File: src/rtl/cast5_pkg.sv
// Shared constants and types for the CAST5 S-box bank arbiter.
package cast5_pkg;

  // Owner encoding equals the table-select value driven for that owner.
  localparam logic OWNER_KE = 1'b0;
  localparam logic OWNER_DP = 1'b1;

  localparam int unsigned SBOX_AW = 32;
  localparam int unsigned SBOX_DW = 128;

  // One in-flight lookup: whether it exists and who issued it.
  typedef struct packed {
    logic valid;
    logic owner;
  } tag_t;

endpackage

File: src/rtl/cast5_sbox_tagpipe.sv
// Tag shift register tracking in-flight ROM lookups: a tag pushed at cycle t
// appears on the tail at t+DEPTH. Synchronous clear drops everything in flight.
module cast5_sbox_tagpipe
  import cast5_pkg::*;
#(
  parameter int unsigned DEPTH = 1
) (
  input  logic clk,
  input  logic rst,
  input  tag_t push,
  output tag_t tail,
  output logic busy
);

  tag_t stage_q [DEPTH];

  // Shift tags one stage per cycle; reset clears every stage.
  always_ff @(posedge clk) begin
    if (rst) begin
      for (int k = 0; k < int'(DEPTH); k++) begin
        stage_q[k] <= '0;
      end
    end else begin
      stage_q[0] <= push;
      for (int k = 1; k < int'(DEPTH); k++) begin
        stage_q[k] <= stage_q[k-1];
      end
    end
  end

  // Tail tag and OR of all valid bits.
  always_comb begin
    tail = stage_q[DEPTH-1];
    busy = 1'b0;
    for (int k = 0; k < int'(DEPTH); k++) begin
      busy = busy | stage_q[k].valid;
    end
  end

endmodule

File: src/rtl/cast5_sbox_arb.sv
// Arbiter for the shared CAST5 S-box ROM bank between key expansion (S5-8)
// and the round datapath (S1-4). One lookup granted per cycle; results are
// routed back to the issuer RD_LAT cycles later via a tag pipeline.
module cast5_sbox_arb
  import cast5_pkg::*;
#(
  parameter int unsigned RD_LAT     = 1,
  parameter int unsigned STARVE_MAX = 8
) (
  input  logic               i_clk,
  input  logic               i_rst,
  input  logic               i_ke_req,
  input  logic               i_ke_lock,
  input  logic [SBOX_AW-1:0] i_ke_addr,
  output logic               o_ke_gnt,
  output logic               o_ke_rvalid,
  input  logic               i_dp_req,
  input  logic [SBOX_AW-1:0] i_dp_addr,
  output logic               o_dp_gnt,
  output logic               o_dp_rvalid,
  output logic [SBOX_DW-1:0] o_rdata,
  output logic [SBOX_AW-1:0] o_sbox_addr,
  output logic               o_sbox_sel,
  input  logic [SBOX_DW-1:0] i_sbox_dout,
  output logic               o_busy
);

  localparam int unsigned      CNT_W      = $clog2(STARVE_MAX + 1);
  localparam logic [CNT_W-1:0] STARVE_LIM = CNT_W'(STARVE_MAX);

  logic [CNT_W-1:0]   starve_q, starve_d;
  logic [SBOX_AW-1:0] addr_q, addr_d;
  tag_t               tag_push, tag_tail;
  logic               pipe_busy;

  // Grant decision: lock gives KE exclusive use; otherwise KE wins ties
  // until DP has watched STARVE_MAX consecutive KE grants.
  always_comb begin
    o_ke_gnt = 1'b0;
    o_dp_gnt = 1'b0;
    if (!i_rst) begin
      if (i_ke_lock) begin
        o_ke_gnt = i_ke_req;
      end else if (i_ke_req && i_dp_req) begin
        if (starve_q == STARVE_LIM) begin
          o_dp_gnt = 1'b1;
        end else begin
          o_ke_gnt = 1'b1;
        end
      end else begin
        o_ke_gnt = i_ke_req;
        o_dp_gnt = i_dp_req;
      end
    end
  end

  // Starve counter next state: counts KE grants while DP is kept waiting.
  always_comb begin
    starve_d = starve_q;
    if (i_ke_lock || !i_dp_req || o_dp_gnt) begin
      starve_d = '0;
    end else if (o_ke_gnt && (starve_q != STARVE_LIM)) begin
      starve_d = starve_q + CNT_W'(1);
    end
  end

  // ROM address/select: follow the granted requester; idle keeps the address
  // stable and parks select high so the ROMs do not toggle.
  always_comb begin
    o_sbox_addr = addr_q;
    o_sbox_sel  = OWNER_DP;
    if (i_rst) begin
      o_sbox_addr = '0;
    end else if (o_ke_gnt) begin
      o_sbox_addr = i_ke_addr;
      o_sbox_sel  = OWNER_KE;
    end else if (o_dp_gnt) begin
      o_sbox_addr = i_dp_addr;
    end
    addr_d = o_sbox_addr;
  end

  // State registers for the starve counter and held ROM address.
  always_ff @(posedge i_clk) begin
    if (i_rst) begin
      starve_q <= '0;
      addr_q   <= '0;
    end else begin
      starve_q <= starve_d;
      addr_q   <= addr_d;
    end
  end

  // Tag entering the pipeline this cycle.
  always_comb begin
    tag_push.valid = o_ke_gnt | o_dp_gnt;
    tag_push.owner = o_dp_gnt ? OWNER_DP : OWNER_KE;
  end

  cast5_sbox_tagpipe #(
    .DEPTH (RD_LAT)
  ) u_tagpipe (
    .clk  (i_clk),
    .rst  (i_rst),
    .push (tag_push),
    .tail (tag_tail),
    .busy (pipe_busy)
  );

  // Response routing; outputs are forced quiet while reset is asserted.
  always_comb begin
    o_rdata     = i_sbox_dout;
    o_ke_rvalid = !i_rst && tag_tail.valid && (tag_tail.owner == OWNER_KE);
    o_dp_rvalid = !i_rst && tag_tail.valid && (tag_tail.owner == OWNER_DP);
    o_busy      = !i_rst && pipe_busy;
  end

endmodule

File: config.mk
export PLATFORM = sky130hd
export DESIGN_NAME = cast5_sbox_arb
export DESIGN_NICKNAME = d
export VERILOG_FILES = /design/src/rtl/cast5_pkg.sv /design/src/rtl/cast5_sbox_tagpipe.sv /design/src/rtl/cast5_sbox_arb.sv
export SDC_FILE = /design/constraint.sdc
export NUM_CORES = 1
export LEC_CHECK = 0
export ABC_CLOCK_PERIOD_IN_PS = 5600
export CAP_MARGIN = 10
export CORE_AREA = 8 8 134 136
export CTS_CLUSTER_SIZE = 20
export DETAILED_ROUTE_END_ITERATION = 10
export DIE_AREA = 0 0 142 144
export PLACE_DENSITY_LB_ADDON = 0.05
export SYNTH_ARGS = -nofsm -noshare
export SYNTH_HDL_FRONTEND = slang
export SYNTH_HIERARCHICAL = 1
export SYNTH_SLANG_ARGS = --single-unit
File: constraint.sdc
create_clock -name i_clk -period 5.6 [get_ports i_clk]
set_clock_uncertainty 0.2 [all_clocks]
set_input_delay 0.84 -clock i_clk [delete_from_list [all_inputs] [get_ports i_clk]]
set_output_delay 0.84 -clock i_clk [all_outputs]
set_load 0.01 [all_outputs]
# After elaboration in Yosys (flattened, before gate mapping)
# Memory sizes are Yosys's and may differ from the RTL's.
# Cells that the tools add are included.
totals:
  ramBits: 2
  reg_bits: 36
  n_memories: 1
  elab_cells: 38
classes:
  bitwise_logic: 2
  reduce_logical: 11
  add_sub_neg: 1
  n_eq_ne: 2
  muxes: 19
mem_list:
  columns: ["name", "depth", "word_bits", "read_ports", "rd_clocked_by_memory_dff", "wr", "line", "text"]
  rows:
  - ["u_tagpipe.stage_q", 1, 2, 1, 0, 1, "cast5_sbox_tagpipe.sv:15", "tag_t stage_q [DEPTH];"]
op_table:
  columns: ["cell", "n"]
  rows:
  - ["32-bit 2-to-1 mux", 3]
  - ["1-bit 2-to-1 mux", 15]
  - ["1-bit logical AND", 5]
  - ["4-bit by 1-bit adder with 4-bit output, second input constant", 1]
  - ["4-bit equality test, second input constant", 1]
  - ["4-bit inequality test, second input constant", 1]
  - ["2-bit OR reduction", 2]
  - ["1-bit zero test", 2]
  - ["1-bit logical OR", 2]
  - ["2-bit 2-to-1 mux", 1]
  - ["1-bit NOT", 1]
  - ["1-bit bitwise OR", 1]

# Logic depth before layout (Yosys ltp)
# Gate-level depths: netlist of run 1.
logic_depth:
  word_depth: 8
  ltp_mapped: 7
  ltp_nobuf: 5

# Cells and area by module
# Netlist of run 1, hierarchy kept.
modules_own_cells:
  columns: ["mod", "area_per_inst_um2", "cells_per_inst", "instances"]
  rows:
  - ["cast5_sbox_arb", 3978.8, 454, 1]
  - ["cast5_sbox_tagpipe", 60.1, 5, 1]

# Least setup slack after synthesis of run 1
# No wires, ideal clock.
synth_path:
  path_type: "input to output"
  from: "input port i_rst"
  to: "output port o_sbox_addr[0]"
  path_buffers: 3
  arrival_ns: 1.928
  stages: 6
  setup_slack_ns: 2.632
  cell_sequence: "buf_6 nand2b_1 a21o_1 buf_6 buf_2 a311oi_1"
synth_between:
  elab_chain_cells: 4
  elab_cells_between_ends: 5
  cone_classes: "mux: 5"
synth_lines:
  columns: ["element", "line", "text"]
  rows:
  - ["start, declared", "cast5_sbox_arb.sv:11", "input logic i_rst,"]
  - ["1-bit 2-to-1 mux", "cast5_sbox_arb.sv:41", "if (!i_rst) begin"]
  - ["32-bit 2-to-1 mux", "cast5_sbox_arb.sv:77", "end else if (o_dp_gnt) begin"]
  - ["32-bit 2-to-1 mux", "cast5_sbox_arb.sv:74", "end else if (o_ke_gnt) begin"]
  - ["32-bit 2-to-1 mux (*)", "cast5_sbox_arb.sv:72", "if (i_rst) begin"]
  - ["end, declared", "cast5_sbox_arb.sv:22", "output logic [SBOX_AW-1:0] o_sbox_addr,"]
# Mark *: on every way between the ends. The rest lies on a longest branch, timed or not.

# Final worst setup path of run 1
layout_path:
  from: "input port i_ke_lock"
  to: "output port o_sbox_addr[16]"
layout_between:
  elab_chain_cells: 5
  elab_cells_between_ends: 7
  cone_classes: "mux: 7"
layout_lines:
  columns: ["element", "line", "text"]
  rows:
  - ["start, declared", "cast5_sbox_arb.sv:13", "input logic i_ke_lock,"]
  - ["1-bit 2-to-1 mux", "cast5_sbox_arb.sv:42", "if (i_ke_lock) begin"]
  - ["1-bit 2-to-1 mux", "cast5_sbox_arb.sv:41", null]
  - ["32-bit 2-to-1 mux", "cast5_sbox_arb.sv:77", null]
  - ["32-bit 2-to-1 mux (*)", "cast5_sbox_arb.sv:74", null]
  - ["32-bit 2-to-1 mux (*)", "cast5_sbox_arb.sv:72", null]
# Marks and branches as above.

==> results.md, run 1 <==
- Most used cell, CP: clkdlybuf4s50_1
- Core Box Area: ~16,000 µm²
- Sequential-to-total area share from yosys stat: 18.84%
- Syn_nets: 658
- Synthesized area per cell: 8.799 µm²
- Vias: 3,139
- CP peak stage delay: 0.86 ns
- Post-DRT Antenna Nets: 0
- Global route overflow: 0
- Seq cells post-synth: 38
- Met2 usage: approximately 25%
- Worst r2r path cells: 6
- Hold Fails Final Rpt: 0
- Top FF cell, synth: dfxtp_1
- Fin. max-slew vios: 0
- Hold EP: starve_q[0]$_SDFFE_PP0P_
- Wire per inst: 26.05 µm
- Distinct cells, synth: 28
- Clock power frac: roughly 33%
- Post-layout min period: 4.569 ns
- Synth top area cells: buf_4 (24%), dfxtp_1 (19%), a311oi_1 (14%), a2bb2oi_4 (13%), nand2_1 (6.0%)
- Register area: between 700 and 800 µm²
- Achievable Freq: 218.8 MHz
- Post_cts resized: 0
- Initial core utilization: 25.16%
- Area growth from synthesis to layout: 7.125%
- # IOs: between 300 and 400
- Setup Buffers After CTS: 0
- Clk buf depth: 2
- R2R Path End: addr_q[0]$_SDFF_PP0_
- Final wirelength: 16,440 µm
- FF-to-FF Start: starve_q[0]$_SDFFE_PP0P_
- FP Rows: 47
- CTS tree: done
- Post-synth design cell area: 4039 µm²
- Max transition margin: 31.61%
- Area of the multi-input gates: 2032 µm²
- DR pass1 iterations: 4
- Max_cap viols: 0
- Critical Path Start: i_ke_lock
- Crit Path Max Fanout: 34
- Die area: approximately 20,000 µm²
- Die Y: 144 µm
- Ys async rst share: 0%
- Worst-skew pair later-pin latency: approximately 0.28 ns
- H-tree depth: 2
- Status: finished clean
- DR iter-0 viols: 138
- Final setup TNS: 0 ns
- Post-synth top area cell: buf_4
- P per Cell Area: 193.0 nW/µm²
- First-pass GRT wire length: 23,040 µm
- Die Span X: 142 µm
- Synth warn: 6
- Top cell type's share of synthesized area: 23.98%
- Met1 GRT Util: 15.14%
- Buf+Inv Stages, Crit Path: 2
- Initial antenna violation count: 0
- Min-delay src: starve_q[0]$_SDFFE_PP0P_
- EDFF count, synth: 0
- GRT Total Usage: 15.44%
- Share of cells above drive strength 1: 11.68%
- Worst IR Drop VDD: 0.09366 mV
- Largest delay contributor family on the critical path: buffers and inverters
- Detailed placement HPWL: about 13,000 µm
- GRT busiest layer: met2
- Hold Path Depth: 1
- CTS root buffer: clkbuf_16
- Worst Path Required: 4.56 ns
- Unrepaired setup endpoints after global routing: no
- R2r setup slk: between 2 and 3 ns
- P_sw: 0.0002450 W
- Hold buffer count at CTS: 0
- Worst slew pin tran: a little over 1 ns
- GP Congestion: 0.7017
- Top cells by count, synth: buf_4 (129), nand2_1 (65), a311oi_1 (64)
- Crit path DAT: approximately 3.5 ns
- Largest net degree at the start of global routing: 47
- Critical path's slowest cell: or3b_4
- Critical Path, Cell by Cell: clkdlybuf4s50_1 > or3b_4 > a2bb2oi_2 > a311oi_1 > clkdlybuf4s50_1
- Final worst path period share: 81.60%
- Diodes inserted: 0
- Number of global-route vias before repair: 3,176
- Fill count: 1,706
- Cells after Synth: approximately 460
- DRC viols: 0
- Vias per cell: between 4 and 5
- Setup Viol. Count Final: 0
- Switching share of total power: 29.33%
- Hold WS: between 0.2 and 0.3 ns
- Setup CP Type: input pin to output pin
- Power share of the sequential group: about 37%
- Logic pwr share: between 30 and 40%
- IO buf count: 106
- CTS clk-pin slew, worst paths: 0.06 ns
- Static Leak: 1.414 nW
- CTS buffer count: 5
- Crit start category: input pin
- Sink Count: 38
- Count leader, synth: buf_4
- Internal power: 0.0005901 W
- Crit. End Element: output pin
- GR Layer Usage met3: about a tenth
- Worst min-delay path class: register to register
- Nets: 610
-- kinds of logic after synthesis --
kind of cell | Yosys count | synth area share, %
AOI/OAI and AO/OA | 130 | 35.01
xor gates and xnor gates | 2 | 0.4338
adders and majority gates | 2 | 0.6195
buffers and inverters | 173 | 31.23
DFF | 38 | 18.84
and+or+nand+nor | 114 | 13.88
-- routing by layer --
layer  vias up  wire (µm)
met1      1484       5714
met4         2        380
met2       199       7761
met3        30       2516
li1       1424          -
met5         -         62
-- worst reg2reg max path: stages (launching register included) --
cell      delay, ns
dfxtp_1        0.34
inv_1          0.06
ha_1           0.16
and3b_4        0.78
a21o_2         0.64
buf_4          0.38
a311oi_1       0.16
-- layout make-up --
| type | count | area share (%) |
|---|---|---|
| repair buffers | 114 | 25.68 |
| flip-flops and latches | 38 | 17.58 |
| well taps | 220 | 6.362 |
| inverters | 4 | 0.3470 |
| multi-input cells | 248 | 46.96 |
| clock buffers | 7 | 3.065 |
-- power by group through the flow --
| stage | registers [W] | logic [W] | clock network, W |
|---|---|---|---|
| floorplan | 0.000309 | 0.000235 | 0 |
| global placement | 0.000311 | 0.000255 | 0 |
| detailed placement | 0.000312 | 0.000254 | 0 |
| CTS | 0.000305 | 0.000255 | 0.000296 |
| global route | 0.000308 | 0.000270 | 0.000301 |
| finish | 0.000305 | 0.000251 | 0.000279 |
-- placed cells by master (no fill, tap or decap) --
cell type and n:
clkdlybuf4s50_1 104, nand2_1 65, a311oi_1 64, dfxtp_1 38, nand2b_1 33, a21oi_1 33
a2bb2oi_4 20, a2bb2oi_2 8, buf_4 8, clkbuf_16 5, inv_1 4, a2bb2oi_1 4
nor2_1 4, nor2b_1 3, nand3_1 2, ha_1 2, clkbuf_1 2, buf_2 2
nor2b_4 1, and3b_4 1, a21o_2 1, or3b_4 1, nor3b_4 1, nand3b_1 1
nor3b_1 1, and3b_1 1, xnor2_1 1, xor2_1 1
-- registers in the layout (all words and copies together), names as in the netlist --
signal / count
addr_q: 32
starve_q: 4
u_tagpipe/stage_q: 2
-- worst max-delay path by stage --
| stage | cells after the start | slack, ns | to |
|---|---|---|---|
| finish | 5 | 1.03 | o_sbox_addr[16] |
| global route | 5 | 0.82 | o_sbox_addr[16] |
| CTS | 5 | 1.02 | o_sbox_addr[16] |
| detailed placement | 5 | 1.02 | o_sbox_addr[16] |
| global placement | 5 | 1.01 | o_sbox_addr[16] |
| floorplan | 6 | 2.63 | o_sbox_addr[0] |
-- metrics by stage --
step,instance area [µm²],worst slack (ns),power (W),std cells,util [%]
finish,4327,1.031,0.0008351,631,26.95
global route,4327,0.8220,0.0008790,631,26.95
CTS,4327,1.022,0.0008562,631,26.95
detailed placement,4194,1.024,0.0005654,624,26.12
global placement,4194,1.007,0.0005653,624,26.12
floorplan,4039,2.632,0.0005442,459,-
(Power assumes the default switching activity.)
==> run 2: changes to the inputs <==
ABC_CLOCK_PERIOD_IN_PS = 4400   (was 5600)
CORE_AREA = 8 8 136 138   (was 8 8 134 136)
DIE_AREA = 0 0 144 146   (was 0 0 142 144)
clock period = 4.4 ns   (was 5.6 ns; I/O delays follow)
==> run 2 against run 1 <==
  * Critical path depth rose by 1
  * Global-route usage fell by 1.8 points
  * First-iteration DRC count fell by 2.2%
  * Die area rose by 2.8%
  * Register-to-register slack got worse by 0.70 ns
  * Combinational power rose by 30%
  * Power rose by 37%
  * Non-clock buffer count rose by 10
  * Hold slack got worse by 0.00066 ns
  * Core utilization rose by 0.50 points
  * Sequential cell count did not move
  * Largest power group is now clock
==> results.md, run 2 (synthesized netlist as in run 1, its figures left out) <==
- Status: finished clean
- Hold EP: starve_q[0]$_SDFFE_PP0P_
- Die Y: 146 µm (+1.4%)
- CTS root buffer: clkbuf_16
- Unrepaired setup endpoints after global routing: no
- DR pass1 iterations: 4 (unchanged)
- Post-DRT Antenna Nets: 0 (unchanged)
- Post-layout min period: 3.809 ns
- Setup Buffers After CTS: 0 (unchanged)
- Hold Fails Final Rpt: 0 (unchanged)
- CTS buffer count: 5 (unchanged)
- CTS clk-pin slew, worst paths: 0.07 ns (about the same)
- Setup CP Type: input pin to output pin
- Hold buffer count at CTS: 0 (unchanged)
- Vias: 3,090 (-1.6%)
- Largest net degree at the start of global routing: 39 (-17%)
- Share of cells above drive strength 1: 14.45% (+2.8 points)
- Nets: 620 (+1.6%)
- Achievable Freq: 262.5 MHz
- R2R Path End: addr_q[13]$_SDFF_PP0_
- Detailed placement HPWL: 11,290 µm (-11%)
- CTS tree: done
- Area growth from synthesis to layout: 10.72%
- Most common library cell in the layout ignoring fill and taps: clkdlybuf4s50_1
- Setup Viol. Count Final: 0 (unchanged)
- Fin. max-slew vios: 0 (unchanged)
- Die Span X: 144 µm (+1.4%)
- Total power: 0.001144 W (+37%)
- Static Leak: 1.500 nW (+6.1%)
- Sink Count: 38 (unchanged)
- Max_cap viols: 0 (unchanged)
- H-tree depth: 2 (unchanged)
- Crit. End Element: output pin
- Post-layout util: 27.45% (+0.50 points)
- FP Rows: 47 (unchanged)
- Final worst path period share: between 80% and 90%
- Crit path DAT: 2.95 ns (-0.58 ns)
- FF-to-FF Start: starve_q[0]$_SDFFE_PP0P_
- Most used cell, CP: clkdlybuf4s50_1
- Diodes inserted: 0 (unchanged)
- Die area: 21,020 µm² (+2.8%)
- Worst-skew pair later-pin latency: 0.30 ns (+0.02 ns)
- Buf+Inv Stages, Crit Path: 3 (+1)
- Worst r2r path cells: 6 (unchanged)
- Crit start category: input pin
- Critical path's slowest cell: clkdlybuf4s50_1
- Most frequent cells in the layout: clkdlybuf4s50_1 (104), nand2_1 (65), a311oi_1 (64), dfxtp_1 (38)
- Final setup TNS: 0 ns (unchanged)
- Critical Path, Cell by Cell: clkdlybuf4s50_1 > or3b_4 > buf_4 > a2bb2oi_1 > a311oi_1 > clkdlybuf4s50_1
- GP Congestion: 0.7315 (+4.2%)
- CP peak stage delay: 0.59 ns (-0.27 ns)
- Clk buf depth: 2 (unchanged)
- Vias per cell: 4.813 (-3.2%)
- Top reg by flops: addr_q
- Post_cts resized: 0 (unchanged)
- Worst slew pin tran: 0.5054 ns (-0.5205 ns)
- Area of the multi-input gates: 2032 µm² (unchanged)
- DR iter-0 viols: 135 (-2.2%)
- GRT Total Usage: 13.62% (-1.8 points)
- DRC viols: 0 (unchanged)
- Worst min-delay path class: register to register
- Hold Path Depth: 1 (unchanged)
- Biggest registers after layout: addr_q x32, starve_q x4, u_tagpipe/stage_q x2
- Final wirelength: 14,720 µm (-10%)
- Max transition margin: 66.31% (+35 points)
- Initial core utilization: 24.79% (-0.36 points)
- IO buf count: 106 (unchanged)
- P per Cell Area: 255.7 nW/µm² (+32%)
- First-pass GRT wire length: 21,680 µm (-5.9%)
- Worst Path Required: 3.54 ns (-1.02 ns)
- Min-delay src: starve_q[0]$_SDFFE_PP0P_
- Wire per inst: 22.93 µm (-12%)
- # IOs: 363 (unchanged)
- Number of global-route vias before repair: 3,190 (+0.44%)
- Register area: 760.7 µm² (unchanged)
- Crit Path Max Fanout: 14 (-59%)
- Worst IR Drop VDD: 0.1807 mV (+93%)
- Largest delay contributor family on the critical path: buffers and inverters
- Global route overflow: 0 (unchanged)
- Max reg flops: 32 (unchanged)
- R2r setup slk: 2.05 ns (-0.70 ns)
- Fill count: 1,791 (+5.0%)
- Core Box Area: 16,290 µm² (+1.5%)
- Initial antenna violation count: 0 (unchanged)
## run 2: cell count changes in the layout (fill, tap and decap cells not counted), sizes merged
cell | before | now
bufinv | 0 | 1
buf | 10 | 20
clkbuf | 7 | 5
clkinv | 0 | 2
## run 2: per-stage QoR
step,instance area (µm²),hold WS [ns],std cells,setup WS (ns)
2_1_floorplan,4039,0.2297,459,1.792
3_3_place_gp,4307,0.2515,634,0.5872
3_5_place_dp,4307,0.2682,634,0.5527
4_1_cts,4472,0.2795,642,0.5439
5_1_grt,4472,0.3145,642,0.4285
6_report,4472,0.2754,642,0.5912
## run 2: how the worst max path moves through the flow
stage | startpoint | to | slack (ns) | cells past startpoint
floorplan | i_rst | o_sbox_addr[0] | 1.79 | 6
global placement | i_ke_lock | o_sbox_addr[26] | 0.59 | 6
detailed placement | i_ke_lock | o_sbox_addr[26] | 0.55 | 6
CTS | i_ke_lock | o_sbox_addr[26] | 0.54 | 6
global route | i_ke_lock | o_sbox_addr[25] | 0.43 | 6
finish | i_ke_lock | o_sbox_addr[25] | 0.59 | 6
## run 2: layout make-up
type | instances | share of cell area (%)
Multi-Input combinational cell | 248 | 45.44
Inverter | 4 | 0.3358
Timing Repair Buffer | 124 | 27.36
Tap cell | 220 | 6.156
Clock inverter | 3 | 0.8954
Sequential cell | 38 | 17.01
Clock buffer | 5 | 2.798
## run 2: per-layer routing
metal	share of wire (%)	vias to the layer above	track usage [%]	wire length, µm
met1	36	1457	14.21	5345
met4	2.3	0	5.260	340
met2	51	151	23.68	7474
li1	-	1441	-	-
met5	0	-	0	0
met3	11	41	5.643	1558
## run 2: report_power, final
part | total (W) | internal (W) | switching (W)
logic | 0.000326 | 0.000182 | 0.000145
clock network | 0.000428 | 0.000266 | 0.000162
registers | 0.000389 | 0.000369 | 0.0000198
==> run 3: changes to the inputs <==
MAX_ROUTING_LAYER = met4   (was default)
==> run 3 against run 2 <==
  * Via count rose by 0.19%
  * Sequential cell count did not move
  * Global-route usage rose by 0.41 points
  * Register-to-register slack barely moved
  * Non-clock buffer count did not move
  * Sequential power barely moved
  * First-iteration DRC count fell by 3.0%
  * Cell count did not move
  * Combinational power barely moved
  * Hold slack barely moved
  * Core utilization did not move
  * Critical path type unchanged
==> results.md, run 3 (synthesized netlist as in run 1, its figures left out) <==
- Vias per cell: 4.822 (+0.19%)
- Diodes inserted: 0 (unchanged)
- CTS tree: done
- Core Box Area: 16,290 µm² (unchanged)
- Share of cells above drive strength 1: 14.45% (unchanged)
- Biggest registers after layout: addr_q x32, starve_q x4, u_tagpipe/stage_q x2
- Setup Buffers After CTS: 0 (unchanged)
- Area growth from synthesis to layout: 10.72% (unchanged)
- Post-layout min period: 3.799 ns (-0.01021 ns)
- GRT Total Usage: 14.04% (+0.41 points)
- P per Cell Area: 256.1 nW/µm² (+0.17%)
- Die Y: 146 µm (unchanged)
- Max transition margin: 65.95% (-0.35 points)
- Global route overflow: 0 (unchanged)
- Final worst path period share: 86.33% (-0.23 points)
- Worst slew pin tran: 0.5107 ns (+0.005300 ns)
- Hold WS: 0.2753 ns (-0.00004600 ns)
- Nets: 620 (unchanged)
- Placed Area: 4307 µm² (unchanged)
- Most frequent cells in the layout: clkdlybuf4s50_1 (104), nand2_1 (65), a311oi_1 (64), dfxtp_1 (38)
- GP Congestion: 0.7404 (+1.2%)
- First-pass GRT wire length: 21,710 µm (+0.13%)
- Critical path's slowest cell: clkdlybuf4s50_1
- # IOs: 363 (unchanged)
- CTS buffer count: 5 (unchanged)
- Wire per inst: 22.95 µm (about the same)
- Vias: 3,096 (+0.19%)
- Detailed placement HPWL: 11,290 µm (unchanged)
- Unrepaired setup endpoints after global routing: no
- Die Span X: 144 µm (unchanged)
- Max_cap viols: 0 (unchanged)
- H-tree depth: 2 (unchanged)
- Status: finished clean
- Worst Path Required: 3.54 ns (about the same)
- Hold buffer count at CTS: 0 (unchanged)
- DRC viols: 0 (unchanged)
- Die area: 21,020 µm² (unchanged)
- Max reg flops: 32 (unchanged)
- Initial antenna violation count: 0 (unchanged)
- Crit Path Max Fanout: 14 (unchanged)
- Final wirelength: 14,730 µm (about the same)
- Post-DRT Antenna Nets: 0 (unchanged)
- Setup CP Type: input pin to output pin
- Post_cts resized: 0 (unchanged)
- Setup Viol. Count Final: 0 (unchanged)
- DR iter-0 viols: 131 (-3.0%)
- Fin. max-slew vios: 0 (unchanged)
- Hold Fails Final Rpt: 0 (unchanged)
- Worst min-delay path class: register to register
- Top reg by flops: addr_q
- Crit start category: input pin
- Final setup TNS: 0 ns (unchanged)
- CTS root buffer: clkbuf_16
- FP Rows: 47 (unchanged)
- DR pass1 iterations: 4 (unchanged)
- Static Leak: 1.500 nW (unchanged)
- Critical Path, Cell by Cell: clkdlybuf4s50_1 > or3b_4 > buf_12 > a2bb2oi_1 > a311oi_1 > clkdlybuf4s50_1
- Most used cell, CP: clkdlybuf4s50_1
- IO buf count: 106 (unchanged)
- Number of global-route vias before repair: 3,180 (-0.31%)
- Clk buf depth: 2 (unchanged)
- Final instance area: 4472 µm² (unchanged)
- Sink Count: 38 (unchanged)
- Worst-skew pair later-pin latency: 0.30 ns (about the same)
- Achievable Freq: 263.3 MHz (+0.27%)
- Worst IR Drop VDD: 0.1817 mV (+0.55%)
- Largest net degree at the start of global routing: 39 (unchanged)
- Most common library cell in the layout ignoring fill and taps: clkdlybuf4s50_1
- CTS clk-pin slew, worst paths: 0.07 ns (about the same)
- Crit. End Element: output pin
- CP peak stage delay: 0.60 ns (about the same)
- Initial core utilization: 24.79% (unchanged)
- Crit path DAT: 2.94 ns (about the same)
-- run 3: cell counts in the layout (fill, tap and decap cells not counted) --
No cell type changed its count.
-- run 3: worst paths after layout --
kind,slack [ns],to,cells after the start,from
max,0.60,o_sbox_addr[31],6,i_ke_lock
min,0.28,starve_q[0]$_SDFFE_PP0P_,1,starve_q[0]$_SDFFE_PP0P_
max reg2reg,2.04,addr_q[13]$_SDFF_PP0_,6,starve_q[0]$_SDFFE_PP0P_
min reg2reg,0.28,starve_q[0]$_SDFFE_PP0P_,1,starve_q[0]$_SDFFE_PP0P_
-- run 3: final cells by class --
class | instances | area, µm²
Fill cell | 1791 | 11820
Multi-Input combinational cell | 248 | 2032
Timing Repair Buffer | 124 | 1224
Sequential cell | 38 | 760.7
Tap cell | 220 | 275.3
Clock buffer | 5 | 125.1
Clock inverter | 3 | 40.04
Inverter | 4 | 15.01
-- run 3: worst max-delay path, delay by kind of cell --
| kind | cells | cell delay, ns |
|---|---|---|
| and+or+nand+nor | 1 | 0.41 |
| buffers and inverters | 3 | 1.43 |
| AOI/OAI and AO/OA | 2 | 0.42 |
-- run 3: through the flow --
stage          instances  setup WS (ns)  utilization (%)  total power, W
2_1_floorplan        459          1.792                -       0.0006926
3_3_place_gp         634         0.5872            26.44       0.0007281
3_5_place_dp         634         0.5527            26.44       0.0007279
4_1_cts              642         0.5439            27.45        0.001177
5_1_grt              642         0.4238            27.45        0.001213
6_report             642         0.6014            27.45        0.001145
-- run 3: power breakdown --
group / switching (W) / internal (W)
clock: 0.000165 / 0.000266
sequential: 0.0000197 / 0.000369
combinational: 0.000145 / 0.000182
-- run 3: metal layers --
metal	track usage [%]	vias up	routed length [µm]
met5	-	-	0
met4	5.260	0	338
met3	5.610	41	1508
met2	23.47	147	7508
met1	14.50	1463	5377
li1	-	1445	-
